File: config.mk
export PLATFORM = sky130hd
export DESIGN_NAME = axi_lite_master_bridge
export DESIGN_NICKNAME = d
export VERILOG_FILES = /design/src/rtl/axi_lite_master_bridge.sv
export SDC_FILE = /design/constraint.sdc
export NUM_CORES = 1
export LEC_CHECK = 0
export CAP_MARGIN = 20
export CORE_AREA = 4 4 153 111
export CTS_BUF_LIST = sky130_fd_sc_hd__clkbuf_16
export DETAILED_ROUTE_END_ITERATION = 10
export DIE_AREA = 0 0 157 115
export PLACE_DENSITY = 0.86
export RECOVER_POWER = 100
export SYNTH_ARGS = -nofsm -noshare
export SYNTH_HDL_FRONTEND = slang
export SYNTH_SLANG_ARGS = --single-unit
File: constraint.sdc
create_clock -name clk -period 2.1 [get_ports clk]
set_input_delay 0.42 -clock clk [delete_from_list [all_inputs] [get_ports clk]]
set_output_delay 0.42 -clock clk [all_outputs]
set_load 0.03 [all_outputs]
File: src/rtl/axi_lite_master_bridge.sv
// rtl/axi_lite_master_bridge.sv - core req/gnt/rvalid data bus to AXI4-Lite master bridge
module axi_lite_master_bridge #(
  parameter int unsigned TIMEOUT_CYCLES = 256
) (
  input  logic        clk,
  input  logic        rst_n,
  input  logic        data_req_i,
  output logic        data_gnt_o,
  input  logic [31:0] data_addr_i,
  input  logic        data_we_i,
  input  logic [3:0]  data_be_i,
  input  logic [31:0] data_wdata_i,
  output logic        data_rvalid_o,
  output logic [31:0] data_rdata_o,
  output logic        data_err_o,
  output logic [31:0] m_awaddr,
  output logic        m_awvalid,
  input  logic        m_awready,
  output logic [31:0] m_wdata,
  output logic [3:0]  m_wstrb,
  output logic        m_wvalid,
  input  logic        m_wready,
  input  logic        m_bvalid,
  input  logic [1:0]  m_bresp,
  output logic        m_bready,
  output logic [31:0] m_araddr,
  output logic        m_arvalid,
  input  logic        m_arready,
  input  logic [31:0] m_rdata,
  input  logic [1:0]  m_rresp,
  input  logic        m_rvalid,
  output logic        m_rready
);

  typedef enum logic [2:0] {
    S_IDLE  = 3'd0,
    S_WADDR = 3'd1,
    S_WRESP = 3'd2,
    S_RADDR = 3'd3,
    S_RRESP = 3'd4
  } state_t;

  // The watchdog fires in the TIMEOUT_CYCLES-th cycle spent outside IDLE.
  localparam bit          LP_WDOG_EN   = (TIMEOUT_CYCLES != 0);
  localparam logic [31:0] LP_WDOG_LAST = 32'(TIMEOUT_CYCLES) - 32'd1;

  state_t      r_state;
  logic        r_aw_done;
  logic        r_w_done;
  logic [31:0] r_wdog_cnt;

  logic w_aw_hs;
  logic w_w_hs;
  logic w_aw_fin;
  logic w_w_fin;
  logic w_rsp_hs;
  logic w_timeout;

  assign data_gnt_o = (r_state == S_IDLE) && data_req_i;
  assign w_aw_hs    = m_awvalid && m_awready;
  assign w_w_hs     = m_wvalid && m_wready;
  assign w_aw_fin   = r_aw_done || w_aw_hs;
  assign w_w_fin    = r_w_done || w_w_hs;
  // A response accepted in the timeout cycle wins over the forced error.
  assign w_rsp_hs   = ((r_state == S_WRESP) && m_bvalid && m_bready) ||
                      ((r_state == S_RRESP) && m_rvalid && m_rready);
  assign w_timeout  = LP_WDOG_EN && (r_state != S_IDLE) && (r_wdog_cnt == LP_WDOG_LAST);

  // Transaction FSM with registered AXI handshakes, watchdog and completion pulse
  always_ff @(posedge clk or negedge rst_n) begin
    if (!rst_n) begin
      r_state       <= S_IDLE;
      r_aw_done     <= 1'b0;
      r_w_done      <= 1'b0;
      r_wdog_cnt    <= 32'd0;
      data_rvalid_o <= 1'b0;
      data_rdata_o  <= 32'd0;
      data_err_o    <= 1'b0;
      m_awaddr      <= 32'd0;
      m_awvalid     <= 1'b0;
      m_wdata       <= 32'd0;
      m_wstrb       <= 4'd0;
      m_wvalid      <= 1'b0;
      m_bready      <= 1'b0;
      m_araddr      <= 32'd0;
      m_arvalid     <= 1'b0;
      m_rready      <= 1'b0;
    end else begin
      data_rvalid_o <= 1'b0;
      if (r_state != S_IDLE) begin
        r_wdog_cnt <= r_wdog_cnt + 32'd1;
      end
      if (w_timeout && !w_rsp_hs) begin
        // Abandon the transaction: drop every valid/ready and report an error.
        m_awvalid     <= 1'b0;
        m_wvalid      <= 1'b0;
        m_arvalid     <= 1'b0;
        m_bready      <= 1'b0;
        m_rready      <= 1'b0;
        data_rvalid_o <= 1'b1;
        data_err_o    <= 1'b1;
        data_rdata_o  <= 32'd0;
        r_state       <= S_IDLE;
      end else begin
        case (r_state)
          S_IDLE: begin
            if (data_req_i) begin
              r_wdog_cnt <= 32'd0;
              m_awaddr   <= data_addr_i;
              m_araddr   <= data_addr_i;
              m_wdata    <= data_wdata_i;
              m_wstrb    <= data_be_i;
              r_aw_done  <= 1'b0;
              r_w_done   <= 1'b0;
              if (data_we_i) begin
                m_awvalid <= 1'b1;
                m_wvalid  <= 1'b1;
                r_state   <= S_WADDR;
              end else begin
                m_arvalid <= 1'b1;
                r_state   <= S_RADDR;
              end
            end
          end
          S_WADDR: begin
            // AW and W complete independently, in either order.
            if (w_aw_hs) begin
              m_awvalid <= 1'b0;
              r_aw_done <= 1'b1;
            end
            if (w_w_hs) begin
              m_wvalid <= 1'b0;
              r_w_done <= 1'b1;
            end
            if (w_aw_fin && w_w_fin) begin
              m_bready <= 1'b1;
              r_state  <= S_WRESP;
            end
          end
          S_WRESP: begin
            if (m_bvalid) begin
              m_bready      <= 1'b0;
              data_rvalid_o <= 1'b1;
              data_err_o    <= (m_bresp != 2'b00);
              data_rdata_o  <= 32'd0;
              r_state       <= S_IDLE;
            end
          end
          S_RADDR: begin
            if (m_arready) begin
              m_arvalid <= 1'b0;
              m_rready  <= 1'b1;
              r_state   <= S_RRESP;
            end
          end
          S_RRESP: begin
            if (m_rvalid) begin
              m_rready      <= 1'b0;
              data_rvalid_o <= 1'b1;
              data_err_o    <= (m_rresp != 2'b00);
              data_rdata_o  <= m_rdata;
              r_state       <= S_IDLE;
            end
          end
          default: r_state <= S_IDLE;
        endcase
      end
    end
  end

endmodule

Word-level counts from Yosys, hierarchy flattened
Cells that the tools add are included.
{"block": "classes", "addsub": 1, "eq_ne": 17, "mux": 50, "bitwise_logic": 1, "n_reduce_logical": 34}
{"op": "2-to-1 mux 32 bit", "n": 7}
{"op": "case mux 32 bit (2 select lines)", "n": 1}
{"op": "adder 32 x 1 -> 32 bit (second input constant)", "n": 1}
{"op": "equality test 32 x 8 -> 1 bit (second input constant)", "n": 1}
{"op": "2-to-1 mux 1 bit", "n": 25}
{"op": "AND reduction 4 bit", "n": 5}
{"op": "2-to-1 mux 3 bit", "n": 6}
{"op": "case mux 1 bit (2 select lines)", "n": 9}
{"op": "nonzero test 3 bit", "n": 6}
{"op": "!= test 3 x 2 -> 1 bit (second input constant)", "n": 5}
{"op": "case mux 3 bit (5 select lines)", "n": 1}
{"op": "!= test 3 bit (second input constant)", "n": 4}
{"op": "AND reduction 3 bit", "n": 4}
{"op": "logical AND 1 bit", "n": 10}
{"op": "equality test 3 x 2 -> 1 bit (second input constant)", "n": 2}
{"op": "!= test 2 bit (second input constant)", "n": 3}
{"op": "nonzero test 2 bit", "n": 3}
{"op": "AND reduction 5 bit", "n": 1}
{"op": "equality test 3 x 1 -> 1 bit (second input constant)", "n": 1}
{"op": "equality test 3 bit (second input constant)", "n": 1}
{"op": "zero test 3 bit", "n": 1}
{"op": "logical OR 1 bit", "n": 3}
{"op": "2-to-1 mux 2 bit", "n": 1}
{"op": "zero test 1 bit", "n": 1}
{"op": "NOT 1 bit", "n": 1}
{"block": "word_totals", "regBits": 144, "input_bits": 113, "elab_cells": 118}

Longest topological paths before layout
Gate-level depths: netlist of the first run.
{"block": "logic_depth", "depth_word": 8, "depth_mapped": 8, "depth_no_buf": 5}

Least setup slack after synthesis of the first run
OpenSTA, ideal clock, no wires.
{"block": "synth_path", "path_kind": "register to output", "from": "register r_state[1]", "to": "output port data_gnt_o", "arrival_time_ns": 1.539, "t_required_ns": 1.680, "slack_ns": 0.141, "path_stages_with_launch": 6, "path_cell_list": "dfrtp_1 buf_2 nor3_2 nand2_1 inv_2 clkbuf_1"}
{"block": "synth_between", "elab_chain_len": 2}
{"item": "start, declared", "line_no": "47", "source": "state_t r_state;"}
{"item": "start signal, assigned", "line_no": "72", "source": "r_state <= S_IDLE;"}
{"item": "start signal, assigned", "line_no": "103", "source": "r_state <= S_IDLE;"}
{"item": "start signal, assigned", "line_no": "118", "source": "r_state <= S_WADDR;"}
{"item": "zero test 3 bit", "line_no": "59", "source": "assign data_gnt_o = (r_state == S_IDLE) && data_req_i;"}
{"item": "logical AND 1 bit", "line_no": "59"}
{"item": "end, declared", "line_no": "8", "source": "output logic data_gnt_o,"}
No other way between the ends.

Final worst setup path of the first run
{"block": "layout_path", "from": "register m_awvalid", "to": "output port m_awvalid"}
{"item": "start, declared", "line_no": "17", "source": "output logic m_awvalid,"}
{"item": "start signal, assigned", "line_no": "80", "source": "m_awvalid <= 1'b0;"}
{"item": "start signal, assigned", "line_no": "95", "source": "m_awvalid <= 1'b0;"}
{"item": "start signal, assigned", "line_no": "116", "source": "m_awvalid <= 1'b1;"}
No word-level cell between the ends.

==> impl_metrics.csv, run 1 <==
group,metric,value,unit
synthesis,yosysTopAreaCellShare,52.8,%
synthesis,synth-seq-cells,144,
synthesis,synth.largest_area_cell,"dfrtp_1",
synthesis,syn_area,6830,µm²
global_routing,grt_pass1_vias,6300,
floorplan,core_area,15400,µm²
routing,drt_first_pass_iters,5,
synthesis,ys_top_cells_by_area,"dfrtp_1, nand2_1, o311ai_0, o31ai_1, buf_4",
power,ir_drop,767,µV
finish,final_cell_mix,"nand2_1, dfrtp_1, dlygate4sd3_1, clkdlybuf4s50_1, o31ai_1",
routing,ant_nets,0,
global_routing,grt_pass1_wl,32.6,mm
clock_network,clk_pin_slew,0.07,ns
synthesis,syn-instance-count,730,
power,p_clk_share,23.6,%
floorplan,rows,38,
finish,antenna_cells,0,
finish,fin_nets,1065,
finish,fillers,1221,
power,power_density,1340,nW/µm²
global_routing,antenna_found_initial,0,
routing,drc,0,
routing,vias,6379,
synthesis,syn_area_per_cell,9.35,µm²
finish,syn2layout_area_growth,47.9,%
sta,finalCritPeriodShare,96.1,%
clock_network,h-tree-depth,4,
floorplan,die_y,115,µm
floorplan,io_pins,253,
critical_path,crit_buf_inv,1,
sta,fmaxAchievable,0.496,GHz
placement,portBuffers,252,
placement,gp_congestion,0.814,
routing,wirelength,20.3,mm
synthesis,ys_types,47,
critical_path,arrival,1.60,ns
critical_path,cp_top_family,"buffers and inverters",
synthesis,synth_top_flop_cell,"dfrtp_1",
power,p_leak,4.77,nW
clock_network,clock_sinks,144,
sta,tightest_slew,1.15,ns
placement,placedCellCount,1128,
finish,fin_cells,1164,
synthesis,async_flop_share,100,%
global_routing,grt.total_usage,22.6,%
critical_path,cp_cell_sequence,"dlygate4sd3_1",
power,p_int,7.75,mW
sta,fin_skew,0.0180,ns
flow_run,drv_cap,0,
sta,period_minus_slack,2.02,ns
clock_network,clk_path_buf_depth,2,
power,combPwrFrac,45.7,%
sta,slew-limit-headroom,23.1,%
critical_path,rr_startpoint,"r_wdog_cnt[1]$_DFF_PN0_",
hold_path,min_path_type,"flip-flop to flip-flop",
critical_path,slowest_delay,0.79,ns
power,p_sw,5.75,mW
finish,final_common_cell,"nand2_1",
placement,placed_cell_area,9450,µm²
status,status,"finished, final reports clean",
floorplan,die_area,18100,µm²
clock_network,cts_buffers,17,
power,p_total,13.5,mW
global_routing,grt_max_degree,75,
synthesis,synth_edf_count,0,
critical_path,critPathKind,"flip-flop to primary output",
sta,setup_viol,0,
floorplan,die_x,157,µm
sta,final-hold-violation-count,0,
finish,drive_above_1_share,9.44,%
hold_path,worst_hold_startpoint,"m_wdata[0]$_DFFE_PN0P_",
clock_network,insertion_delay,0.42,ns
critical_path,critical_path.startpoint_type,"flip-flop",
critical_path,crit_start,"m_awvalid$_DFFE_PN0P_",
critical_path,end_kind,"primary output",
power,sw_frac_of_total,42.6,%
sta,drv_slew,0,
clock_network,cts_tree,"yes",
routing,drt_iter0_markers,415,
critical_path,worstPathRequired,1.68,ns
placement,dpl.hpwl,14.6,mm
routing,drt-wirelength-per-cell,17.4,µm
synthesis,seq_area_frac_synth,52.8,%
floorplan,start_util,44.5,%
critical_path,critPathMaxFanout,4,
synthesis,syn_nets,844,
synthesis,yosysWarnings,0,
routing,viasPerCell,5.48,
global_routing,gr-total-overflow,0,
clock_network,cts-root-buf,"clkbuf_16",
finish,design_area,10100,µm²
critical_path,cp_slowest_cell,"dlygate4sd3_1",
power,seq_power_share,30.6,%
metrics by stage:
step	hold slack (ns)	utilization (%)	setup slack, ns	setup TNS (ns)
after floorplan	0.124	-	0.141	0
after CTS	0.477	65.7	0.0231	0
after detailed placement	0.376	61.5	-0.0315	-0.100
final	0.469	65.8	0.0822	0
after global placement	0.371	61.5	0.116	0
after global routing	0.494	65.8	-0.00798	-0.00798
power by group through the flow:
stage | Sequential [mW] | Clock (mW) | Combinational, mW
finish | 4.13 | 3.19 | 6.18
global route | 4.25 | 3.37 | 6.59
CTS | 4.20 | 3.25 | 6.59
detailed placement | 4.22 | 0 | 6.56
global placement | 4.18 | 0 | 6.43
floorplan | 5.61 | 0 | 2.52
flip-flops by register name, summed over array words and instances, names as in the netlist:
register       flops
r_state            3
m_arvalid          1
r_wdog_cnt        32
m_wdata           32
m_wvalid           1
r_aw_done          1
data_rdata_o      32
m_awvalid          1
m_bready           1
data_err_o         1
m_araddr          32
r_w_done           1
m_rready           1
m_wstrb            4
data_rvalid_o      1
routing by layer:
layer / global-route usage (%) / part of all wire (%)
met3: 8.20 / 10
met4: 6.65 / 1.5
met5: 0 / 0
met1: 28.4 / 40
met2: 36.9 / 48
worst paths after layout:
path / to / slack (ns) / depth (start not counted)
max in group asynchronous: r_wdog_cnt[1]$_DFF_PN0_ / 0.34 / 3
max reg2reg: r_aw_done$_DFFE_PN0P_ / 0.09 / 6
min in group asynchronous: m_araddr[7]$_DFFE_PN0P_ / 0.78 / 2
max: m_awvalid / 0.08 / 1
min reg2reg: m_wdata[0]$_DFFE_PN0P_ / 0.47 / 2
min: m_wdata[0]$_DFFE_PN0P_ / 0.47 / 2
repair_timing:
item	CTS	global route
endpoints found under the hold margin	39	0
resized for setup	2	13
hold buffers	1	0
buffers inserted	0	3
cloned	0	0
endpoints found under the setup margin	1	32
pin swaps	0	3
layout make-up:
cell class	instances	area, µm²	area share, %
Sequential cell	144	3610	35.7
Timing Repair Buffer	286	2830	28.0
Multi-Input combinational cell	497	2770	27.4
Clock buffer	17	425	4.21
Tap cell	200	250	2.48
Clock inverter	15	196	1.95
Inverter	5	18.8	0.186
cells in the mapped netlist (2+ instances only):
library cell    n
nand4_1        19
buf_2          14
buf_4          32
nor4_2          2
nor2_1          8
clkbuf_1       33
o211ai_1        3
a31o_2          2
o31a_1          2
and2_1          3
and3_1          8
nand2b_1        3
inv_1           4
o31ai_1        39
nor3_1          3
or3_1           2
nor4_4          4
or4_1           4
buf_6           4
dfrtp_1       144
mux2i_1        15
a21oi_1         9
nand3b_1        3
o311ai_0       34
nand2_1       275
and4_1          7
nor4_1          6
o21ai_0        16
nand3_1        13
nand4b_1        2
logic make-up (layout without fill, tap and decap cells):
family          Yosys count  in the layout  share of synthesized area, %
compound gates          112            112                          12.1
fa+ha+maj                 1              1                         0.183
buf+inv                  89            323                          7.35
flops                   144            144                          52.8
mux                      16             16                          2.53
simple gates            368            368                          25.0
Note: power is estimated with default switching activity, not from simulation.
==> run 2: changes to the inputs <==
--- a/config.mk
+++ b/config.mk
@@ -6,10 +6,9 @@
 export NUM_CORES = 1
 export LEC_CHECK = 0
 export CAP_MARGIN = 20
-export CORE_AREA = 4 4 153 111
-export CTS_BUF_LIST = sky130_fd_sc_hd__clkbuf_16
+export CORE_AREA = 2 2 151 109
 export DETAILED_ROUTE_END_ITERATION = 10
-export DIE_AREA = 0 0 157 115
+export DIE_AREA = 0 0 153 111
 export PLACE_DENSITY = 0.86
 export RECOVER_POWER = 100
 export SYNTH_ARGS = -nofsm -noshare
==> run 2 against run 1 <==
Flip-flop and latch count stayed put; fmax is 0.21% lower; total power is 0.58% higher; count of clock-buffer cells in the layout is 1 higher; first-iteration DRC count is 24% higher; wire length is 3.7% lower; critical endpoint is now data_gnt_o; worst hold slack worse by 0.0024 ns; utilization is 1.1 points lower; worst setup slack worse by 0.0042 ns; via count is 1.6% lower; clock skew is 0.0070 ns lower; register-to-register slack better by 0.04 ns.
==> impl_metrics.csv, run 2 (synthesis results as in run 1) <==
group,metric,value,unit
clock_network,cts-root-buf,"clkbuf_16",
placement,gp_congestion,0.872,
clock_network,clock_sinks,144,
placement,place_ws,0.0146,ns
finish,antenna_cells,0,
floorplan,die_area,17000,µm²
finish,fin_nets,1075,
sta,final-hold-violation-count,0,
clock_network,h-tree-depth,4,
finish,design_area,10200,µm²
sta,fin_ws,0.0779,ns
sta,fmaxAchievable,0.495,GHz
routing,drt_iter0_markers,514,
hold_path,min_path_type,"flip-flop to flip-flop",
finish,final_cell_mix,"nand2_1, dfrtp_1, dlygate4sd3_1, clkdlybuf4s50_1, o31ai_1",
finish,post-route-util,64.7,%
status,status,"finished, final reports clean",
critical_path,worstPathRequired,1.68,ns
floorplan,die_x,153,µm
placement,placed_cell_area,9490,µm²
floorplan,die_y,111,µm
sta,whs,0.467,ns
placement,placedCellCount,1141,
clock_network,insertion_delay,0.41,ns
finish,fillers,1277,
critical_path,cp_slowest_cell,"dfrtp_2",
clock_network,clk_pin_slew,0.06,ns
power,p_total,13.6,mW
critical_path,crit_buf_inv,3,
routing,drc,0,
power,p_leak,4.83,nW
placement,portBuffers,252,
finish,fin_cells,1178,
flow_run,drv_cap,0,
placement,dpl.hpwl,13.7,mm
floorplan,start_util,43.3,%
critical_path,end_kind,"primary output",
sta,drv_slew,0,
sta,rsz0062_at_grt,"no",
critical_path,slowest_delay,0.41,ns
sta,finalCritPeriodShare,96.3,%
critical_path,critPathMaxFanout,5,
sta,setup_viol,0,
global_routing,antenna_found_initial,0,
global_routing,grt_pass1_vias,6266,
critical_path,critical_path.startpoint_type,"flip-flop",
routing,drt-wirelength-per-cell,16.6,µm
sta,tns,0,ns
routing,wirelength,19.5,mm
global_routing,gr-total-overflow,0,
sta,fin_skew,0.0109,ns
clock_network,clk_path_buf_depth,2,
floorplan,io_pins,253,
clock_network,cts_tree,"yes",
sta,period_minus_slack,2.02,ns
critical_path,arrival,1.60,ns
routing,drt_first_pass_iters,5,
power,power_density,1330,nW/µm²
routing,vias,6276,
global_routing,grt_max_degree,62,
finish,final_common_cell,"nand2_1",
sta,tightest_slew,1.03,ns
finish,syn2layout_area_growth,49.4,%
critical_path,critPathKind,"flip-flop to primary output",
global_routing,grt_pass1_wl,32.3,mm
floorplan,core_area,15800,µm²
sta,slew-limit-headroom,31.5,%
finish,drive_above_1_share,9.87,%
critical_path,cp_cell_sequence,"buf_4, nor3_4, nand2_4, inv_2, clkbuf_4",
clock_network,cts_buffers,17,
routing,viasPerCell,5.33,
critical_path,cp_top_family,"buffers and inverters",
power,ir_drop,717,µV
floorplan,rows,39,
global_routing,grt.total_usage,23.5,%
routing,ant_nets,0,
[run 2: cell count changes in the layout (fill, tap and decap cells not counted), sizes merged]
cell      delta
buf          +8
clkbuf       +3
inv          -3
bufinv       +1
clkinv       +1
clkinvlp     -1
[run 2: cell type report]
cell class	instances	area [µm²]	area share, %
Tap cell	205	256	2.52
Timing Repair Buffer	296	2880	28.2
Sequential cell	144	3600	35.4
Multi-Input combinational cell	497	2800	27.4
Clock buffer	18	439	4.31
Clock inverter	13	200	1.96
Inverter	5	18.8	0.184
[run 2: repair_timing]
action                                  in CTS  in global routing
buffers inserted                             0                  5
gates resized for setup                      5                  8
hold buffers                                 1                  0
pin swaps                                    0                  4
endpoints found under the setup margin      19                 28
hold endpoints to repair                    37                  0
[run 2: worst reg2reg max path: cells and delay by family (launching register included)]
family	cells	cell delay (ns)
DFF	1	0.41
buffers and inverters	3	0.61
and+or+nand+nor	2	0.62
AOI/OAI and AO/OA	2	0.25
[run 2: where the power goes]
part	leakage [nW]	internal [mW]	switching (mW)
Combinational	2.64	2.23	3.96
Sequential	1.88	3.60	0.499
Clock	0.310	2.04	1.24
[run 2: worst paths after layout]
| path | from | to | cells after the start | slack (ns) |
|---|---|---|---|---|
| worst min register to register | m_wstrb[0]$_DFFE_PN0P_ | m_wstrb[0]$_DFFE_PN0P_ | 2 | 0.47 |
| worst min-delay path | m_wstrb[0]$_DFFE_PN0P_ | m_wstrb[0]$_DFFE_PN0P_ | 2 | 0.47 |
| worst max register to register | r_state[2]$_DFFE_PN0P_ | r_wdog_cnt[17]$_DFF_PN0_ | 7 | 0.13 |
| max in group asynchronous | rst_n | r_wdog_cnt[13]$_DFF_PN0_ | 3 | 0.37 |
| min in group asynchronous | rst_n | m_araddr[10]$_DFFE_PN0P_ | 2 | 0.72 |
| worst max-delay path | r_state[2]$_DFFE_PN0P_ | data_gnt_o | 5 | 0.08 |
[run 2: routing by layer]
metal | vias to the layer above | track usage (%) | share of wire (%)
li1 | 2978 | - | -
met1 | 2980 | 30.0 | 42
met2 | 301 | 38.7 | 48
met3 | 17 | 8.17 | 9.4
met4 | 0 | 5.62 | 1.0
met5 | - | 0 | 0
==> run 3: changes to the inputs <==
--- a/config.mk
+++ b/config.mk
@@ -7,6 +7,7 @@
 export LEC_CHECK = 0
 export CAP_MARGIN = 20
 export CORE_AREA = 2 2 151 109
+export CTS_CLUSTER_SIZE = 20
 export DETAILED_ROUTE_END_ITERATION = 10
 export DIE_AREA = 0 0 153 111
 export PLACE_DENSITY = 0.86
==> results of run 3 <==
Final layout, timing and power as in run 2 (identical DEF).
